--- src/rtl/usr_spi_regbank_pkg.sv ---
// Shared definitions for the SPI register bank: header field layout, address width,
// lock-key register index and the frame FSM state type.
package usr_spi_regbank_pkg;

    localparam int HDR_W         = 8;
    localparam int HDR_RW_BIT    = 7;
    localparam int ADDR_W        = 7;
    localparam int WLOCK_KEY_IDX = 0;

    typedef enum logic [1:0] {
        ST_IDLE,
        ST_HDR,
        ST_DATA
    } state_e;

endpackage

--- src/rtl/usr_spi_sync.sv ---
// Two-flop synchroniser for one asynchronous SPI input, with rise/fall detection
// on the synchronised copy. All flops reset low.
module usr_spi_sync (
    input  logic clk_i,
    input  logic rst_n_i,
    input  logic d_i,
    output logic q_o,
    output logic rise_o,
    output logic fall_o
);

    logic [2:0] sync_q;

    always_ff @(posedge clk_i or negedge rst_n_i) begin
        if (!rst_n_i) begin
            sync_q <= '0;
        end else begin
            sync_q <= {sync_q[1:0], d_i};
        end
    end

    // sync_q[2] is only the previous synchronised value, used for edge detection
    assign q_o    = sync_q[1];
    assign rise_o = sync_q[1] & ~sync_q[2];
    assign fall_o = ~sync_q[1] & sync_q[2];

endmodule

--- src/rtl/usr_spi_regbank.sv ---
// SPI mode-0 slave register bank: 8-bit {rw, addr} header followed by DWIDTH-bit burst words.
// Define USR_SPI_REGBANK_WLOCK_EN to gate RW writes behind the key held in RW word 0.
module usr_spi_regbank
    import usr_spi_regbank_pkg::*;
#(
    parameter int                 DWIDTH    = 16,
    parameter int                 RO_COUNT  = 8,
    parameter int                 RW_COUNT  = 16,
    parameter logic [DWIDTH-1:0]  RW_RESET  = '0,
    parameter logic [DWIDTH-1:0]  WLOCK_KEY = DWIDTH'(16'hA5C3)
) (
    input  logic                         p_in_clk,
    input  logic                         p_in_rst_n,
    input  logic                         p_in_spi_cs_n,
    input  logic                         p_in_spi_clk,
    input  logic                         p_in_spi_mosi,
    output logic                         p_out_spi_miso,
    output logic                         p_out_spi_oe,
    input  logic [RO_COUNT*DWIDTH-1:0]   p_in_ro_data,
    output logic [RW_COUNT*DWIDTH-1:0]   p_out_rw_data,
    output logic                         p_out_wr_en,
    output logic [ADDR_W-1:0]            p_out_wr_addr,
    output logic [DWIDTH-1:0]            p_out_wr_data,
    output logic                         p_out_frame_err
);

`ifdef USR_SPI_REGBANK_WLOCK_EN
    localparam bit WLOCK_ON = 1'b1;
`else
    localparam bit WLOCK_ON = 1'b0;
`endif

    localparam int CNT_W  = $clog2(DWIDTH);
    localparam int NWORDS = RO_COUNT + RW_COUNT;

    logic cs_n_s, cs_rise, cs_fall, cs_unused_rise;
    logic sclk_s, sclk_rise, sclk_fall;
    logic mosi_s, mosi_rise, mosi_fall;

    usr_spi_sync u_sync_cs (
        .clk_i(p_in_clk), .rst_n_i(p_in_rst_n), .d_i(p_in_spi_cs_n),
        .q_o(cs_n_s), .rise_o(cs_rise), .fall_o(cs_fall)
    );
    usr_spi_sync u_sync_sclk (
        .clk_i(p_in_clk), .rst_n_i(p_in_rst_n), .d_i(p_in_spi_clk),
        .q_o(sclk_s), .rise_o(sclk_rise), .fall_o(sclk_fall)
    );
    usr_spi_sync u_sync_mosi (
        .clk_i(p_in_clk), .rst_n_i(p_in_rst_n), .d_i(p_in_spi_mosi),
        .q_o(mosi_s), .rise_o(mosi_rise), .fall_o(mosi_fall)
    );

    logic unused_sync;
    assign cs_unused_rise = 1'b0;
    assign unused_sync = ^{sclk_s, mosi_rise, mosi_fall, cs_unused_rise};

    state_e              state_q;
    logic                armed_q;
    logic [CNT_W-1:0]    bit_cnt_q;
    logic [DWIDTH-1:0]   rx_q, tx_q;
    logic [ADDR_W-1:0]   addr_q;
    logic                rd_q, miso_q, frame_err_q;
    logic                wr1_vld_q;
    logic [ADDR_W-1:0]   wr1_addr_q;
    logic [DWIDTH-1:0]   wr1_data_q;
    logic                wr_en_q;
    logic [ADDR_W-1:0]   wr_addr_q;
    logic [DWIDTH-1:0]   wr_data_q;
    logic [DWIDTH-1:0]   regs_q [RW_COUNT];

    logic [DWIDTH-1:0]   rx_d;
    logic [ADDR_W-1:0]   rd_addr;
    logic [DWIDTH-1:0]   rd_word;
    logic                hdr_done, word_done, wr_accept;

    assign rx_d      = {rx_q[DWIDTH-2:0], mosi_s};
    assign hdr_done  = sclk_rise && (bit_cnt_q == CNT_W'(HDR_W - 1));
    assign word_done = sclk_rise && (bit_cnt_q == CNT_W'(DWIDTH - 1));

    // During the header the word to preload is the one being addressed; afterwards the next one
    assign rd_addr = (state_q == ST_HDR) ? rx_d[ADDR_W-1:0] : ADDR_W'(addr_q + 1'b1);

    always_comb begin
        rd_word = '0;
        for (int k = 0; k < RO_COUNT; k++)
            if (rd_addr == ADDR_W'(k)) rd_word = p_in_ro_data[k*DWIDTH +: DWIDTH];
        for (int k = 0; k < RW_COUNT; k++)
            if (rd_addr == ADDR_W'(RO_COUNT + k)) rd_word = regs_q[k];
    end

    assign wr_accept = wr1_vld_q
                    && (int'(wr1_addr_q) >= RO_COUNT) && (int'(wr1_addr_q) < NWORDS)
                    && (!WLOCK_ON
                        || (int'(wr1_addr_q) == RO_COUNT + WLOCK_KEY_IDX)
                        || (regs_q[WLOCK_KEY_IDX] == WLOCK_KEY));

    always_ff @(posedge p_in_clk or negedge p_in_rst_n) begin
        if (!p_in_rst_n) begin
            state_q     <= ST_IDLE;
            armed_q     <= 1'b0;
            bit_cnt_q   <= '0;
            rx_q        <= '0;
            tx_q        <= '0;
            addr_q      <= '0;
            rd_q        <= 1'b0;
            miso_q      <= 1'b0;
            frame_err_q <= 1'b0;
            wr1_vld_q   <= 1'b0;
            wr1_addr_q  <= '0;
            wr1_data_q  <= '0;
            wr_en_q     <= 1'b0;
            wr_addr_q   <= '0;
            wr_data_q   <= '0;
            for (int k = 0; k < RW_COUNT; k++) regs_q[k] <= RW_RESET;
        end else begin
            // Frames are only accepted once CS has been seen idle after reset
            armed_q     <= armed_q | cs_n_s;
            frame_err_q <= 1'b0;
            wr1_vld_q   <= 1'b0;
            wr_en_q     <= wr_accept;
            if (wr_accept) begin
                wr_addr_q <= wr1_addr_q;
                wr_data_q <= wr1_data_q;
                for (int k = 0; k < RW_COUNT; k++)
                    if (wr1_addr_q == ADDR_W'(RO_COUNT + k)) regs_q[k] <= wr1_data_q;
            end

            if (cs_rise && state_q != ST_IDLE) begin
                state_q     <= ST_IDLE;
                frame_err_q <= (bit_cnt_q != '0);
                bit_cnt_q   <= '0;
                miso_q      <= 1'b0;
            end else begin
                case (state_q)
                    ST_IDLE: begin
                        if (armed_q && cs_fall) begin
                            state_q   <= ST_HDR;
                            bit_cnt_q <= '0;
                            miso_q    <= 1'b0;
                            tx_q      <= '0;
                        end
                    end
                    ST_HDR: begin
                        if (sclk_rise) begin
                            rx_q <= rx_d;
                            if (hdr_done) begin
                                state_q   <= ST_DATA;
                                bit_cnt_q <= '0;
                                addr_q    <= rx_d[ADDR_W-1:0];
                                rd_q      <= rx_d[HDR_RW_BIT];
                                tx_q      <= rx_d[HDR_RW_BIT] ? rd_word : '0;
                            end else begin
                                bit_cnt_q <= bit_cnt_q + 1'b1;
                            end
                        end
                    end
                    ST_DATA: begin
                        if (sclk_fall) begin
                            miso_q <= tx_q[DWIDTH-1];
                            tx_q   <= {tx_q[DWIDTH-2:0], 1'b0};
                        end
                        if (sclk_rise) begin
                            rx_q <= rx_d;
                            if (word_done) begin
                                bit_cnt_q <= '0;
                                addr_q    <= ADDR_W'(addr_q + 1'b1);
                                tx_q      <= rd_q ? rd_word : '0;
                                if (!rd_q) begin
                                    wr1_vld_q  <= 1'b1;
                                    wr1_addr_q <= addr_q;
                                    wr1_data_q <= rx_d;
                                end
                            end else begin
                                bit_cnt_q <= bit_cnt_q + 1'b1;
                            end
                        end
                    end
                    default: state_q <= ST_IDLE;
                endcase
            end
        end
    end

    for (genvar g = 0; g < RW_COUNT; g++) begin : g_rw_out
        assign p_out_rw_data[g*DWIDTH +: DWIDTH] = regs_q[g];
    end

    assign p_out_spi_oe    = armed_q & ~cs_n_s;
    assign p_out_spi_miso  = miso_q & p_out_spi_oe;
    assign p_out_wr_en     = wr_en_q;
    assign p_out_wr_addr   = wr_addr_q;
    assign p_out_wr_data   = wr_data_q;
    assign p_out_frame_err = frame_err_q;

endmodule

--- config.mk ---
export PLATFORM = sky130hd
export DESIGN_NAME = usr_spi_regbank
export DESIGN_NICKNAME = d
export VERILOG_FILES = /design/src/rtl/usr_spi_regbank_pkg.sv /design/src/rtl/usr_spi_sync.sv /design/src/rtl/usr_spi_regbank.sv
export SDC_FILE = /design/constraint.sdc
export NUM_CORES = 1
export LEC_CHECK = 0
export ABC_AREA = 0
export ABC_CLOCK_PERIOD_IN_PS = 3700
export CAP_MARGIN = 20
export CELL_PAD_IN_SITES_DETAIL_PLACEMENT = 1
export CELL_PAD_IN_SITES_GLOBAL_PLACEMENT = 2
export CORE_MARGIN = 3
export CORE_UTILIZATION = 33
export CTS_BUF_LIST = sky130_fd_sc_hd__clkbuf_8
export CTS_CLUSTER_DIAMETER = 60
export DETAILED_ROUTE_END_ITERATION = 6
export PLACE_DENSITY = 0.89
export SLEW_MARGIN = 10
export SYNTH_ARGS = -nofsm -noshare
export SYNTH_HDL_FRONTEND = slang
export SYNTH_HIERARCHICAL = 1
export SYNTH_SLANG_ARGS = --single-unit
--- constraint.sdc ---
create_clock -name p_in_clk -period 3.7 [get_ports p_in_clk]
set_input_delay 0.555 -clock p_in_clk [delete_from_list [all_inputs] [get_ports p_in_clk]]
set_output_delay 0.555 -clock p_in_clk [all_outputs]
set_load 0.03 [all_outputs]
==> results.py <==
metrics = {
    "run_status": {
        "status": "completed",
    },
    "clocking": {
        "clockRootBuffer": "clkbuf_8",
        "cts_tree": "built",
        "clockBufferDepth": 3,
        "clock_sinks": 360,
        "insertion_delay_ps": 680,
        "cts_buffers": 61,
        "clkSlewWorstSetupHoldPaths_ps": 70,
        "h-tree-depth": 2,
    },
    "placement": {
        "place_congestion": 0.9965,
        "portBuffers": 415,
        "hpwl_um": 67100,
        "preCtsSetupSlack_ps": -322.2,
    },
    "worst_setup_path": {
        "crit_required_ps": 4240,
        "crit_buf_inv": 4,
        "end_kind": "flop",
        "path_max_fanout": 14,
        "cpPeakStageDelay_ps": 520,
        "regToRegSetupSlack_ps": 100,
        "path_cells": "buf_4 -> nand4_1 -> a311o_1 -> a31oi_4 -> buf_4 -> buf_4 -> buf_4 -> o211ai_1 -> a221o_1 -> nor4_1 -> o21ai_0",
        "startpoint_type": "flop",
        "crit_arrival_ps": 4140,
        "critPathMostFrequentCell": "buf_4",
        "cp_top_family": "compound AO/OA/AOI/OAI gates",
        "worstSetupPathType": "flop to flop",
        "crit_slowest_cell": "a311o_1",
    },
    "sta": {
        "relSlewSlack": 0.2523,
        "whs_ps": 340.0,
        "min_period_ps": 3600,
        "hold_viol_final": 0,
        "grt_setup_unrepaired": "false",
        "finalMaxSlewViolations": 0,
        "tns_ps": 0,
        "worstMarginPinSlew_ps": 1113,
        "setup_ws_ps": 100.4,
        "setup_violations": 0,
        "fmax_ghz": 0.2778,
        "fin_skew_ps": 28.79,
        "period_share": 0.9729,
    },
    "grt": {
        "globalRouteOverflowTotal": 0,
        "grt_pass1_wl_um": 126100,
        "antenna_found_initial": 6,
        "track_usage": 0.3097,
        "grt_pass1_vias": 17070,
        "grt_max_degree": 98,
    },
    "power_and_ir_drop": {
        "power.total_uw": 13430,
        "peakVddDrop_mv": 0.4033,
        "p_leak_uw": 0.01091,
        "cellPowerDensity_mw_per_mm2": 550.0,
    },
    "yosys": {
        "yosys_warnings": 6,
        "avgSynthCellArea_sq_um": 11.66,
        "syn_inst": 1494,
        "syn_nets": 1633,
        "synth.cell_area_sq_mm": 0.01741,
    },
    "drt": {
        "viasPerCell": 5.936,
        "drtPass1Iterations": 6,
        "drc": 0,
        "ant_nets": 0,
        "wl_per_cell_um": 32.58,
        "finalWirelength_um": 88310,
        "vias": 16090,
        "drtIter0Drc": 1813,
    },
    "floorplanning": {
        "core.rowCount": 83,
        "coreArea_sq_mm": 0.05172,
        "die_x_um": 235.7,
        "start_util": 0.3367,
        "pin_count": 416,
        "dieArea_sq_mm": 0.05556,
        "die_h_um": 235.7,
    },
    "cells_and_area": {
        "finalNetCount": 2127,
        "drive_gt1_frac": 0.2776,
        "final_core_util": 0.4721,
        "area_delta_synth_final_pct": 40.21,
        "regArea_sq_mm": 0.009009,
        "multiInputGateArea_sq_mm": 0.008064,
        "fillers": 5568,
    },
    "flow_run": {
        "cap_viol_max_count": 0,
    },
    "worst_hold_path": {
        "hp-class": "primary input to flop",
    },
}
[worst register-to-register path, cell delays in order (launching register included)]
cell and delay [ps]:
dfrtp_1 390, buf_4 240, nand4_1 290, a311o_1 520, a31oi_4 410, buf_4 230, buf_4 220, buf_4 180
o211ai_1 120, a221o_1 290, nor4_1 440, o21ai_0 140
[area by class of cell]
class                           instances  share of cell area
Sequential cell                       360              0.3690
Multi-Input combinational cell       1005              0.3303
Timing Repair Buffer                  544              0.2150
Clock buffer                           72             0.04059
Tap cell                              680             0.03485
Clock inverter                         31            0.007636
Inverter                               16            0.002460
Antenna cell                            2           0.0002050
[sequential cells by signal (all words and copies together), names as in the netlist, 2 cells and up]
register,count
addr_q,7
bit_cnt_q,4
p_out_rw_data,256
p_out_wr_addr,7
p_out_wr_data,16
rx_q,15
state_q,2
tx_q,16
u_sync_cs/sync_q,3
u_sync_mosi/sync_q,2
u_sync_sclk/sync_q,3
wr1_addr_q,7
wr1_data_q,16
[placed cells by master (no fill, tap or decap), types with 9 or more instances in the layout]
cell and n:
a21oi_1 56, nand3_1 17, nor2b_1 14, a221o_1 13, a221oi_1 26, nand4_1 10, buf_4 117, a22oi_1 47
a22o_1 16, inv_1 39, nor3_2 11, a222oi_1 31, dfrtp_1 360, buf_12 9, nor3_1 25, o221ai_1 15
clkdlybuf4s50_1 414, o21ai_0 59, o22ai_1 20, mux2_2 296, clkbuf_8 72, nor2_1 47, and3_1 9, nand2_1 127
[power breakdown]
part	leakage [uW]	total (uW)	switching (uW)	internal, uW
logic	0.00523	5600	3690	1910
clock network	0.000695	3590	1700	1890
registers	0.00498	4240	201	4040
total	0.0109	13400	5590	7840
[path summary, 6_finish.rpt]
kind	to	from	cells after the start
worst max register to register	tx_q[9]$_DFFE_PN0P_	addr_q[0]$_DFFE_PN0P_	11
worst min register to register	u_sync_cs/sync_q[1]$_DFF_PN0_	u_sync_cs/sync_q[0]$_DFF_PN0_	0
worst max-delay path	tx_q[9]$_DFFE_PN0P_	addr_q[0]$_DFFE_PN0P_	11
min in group asynchronous	p_out_wr_addr[6]$_DFFE_PN0P_	p_in_rst_n	2
worst min-delay path	u_sync_cs/sync_q[0]$_DFF_PN0_	p_in_spi_cs_n	1
max in group asynchronous	p_out_rw_data[93]$_DFFE_PN0P_	p_in_rst_n	3
[repair_timing]
item	in CTS	in global routing
pin swaps	0	4
buffers inserted	0	3
hold endpoints to repair	67	0
hold buffers	1	0
resized for setup	9	12
gates cloned	0	0
endpoints found under the setup margin	10	15
[through the flow]
stage	cells	area (sq um)
2_1_floorplan	1494	17410
3_3_place_gp	2601	23080
3_5_place_dp	2601	23080
4_1_cts	2705	24310
5_1_grt	2710	24420
6_report	2710	24420
[per-layer routing]
layer | global-route usage | wire length, um
met5 | 0 | 27
met4 | 0.1145 | 3599
met3 | 0.08845 | 7933
met2 | 0.5018 | 41230
met1 | 0.3943 | 35520
Power figures use the tool's default switching activity.
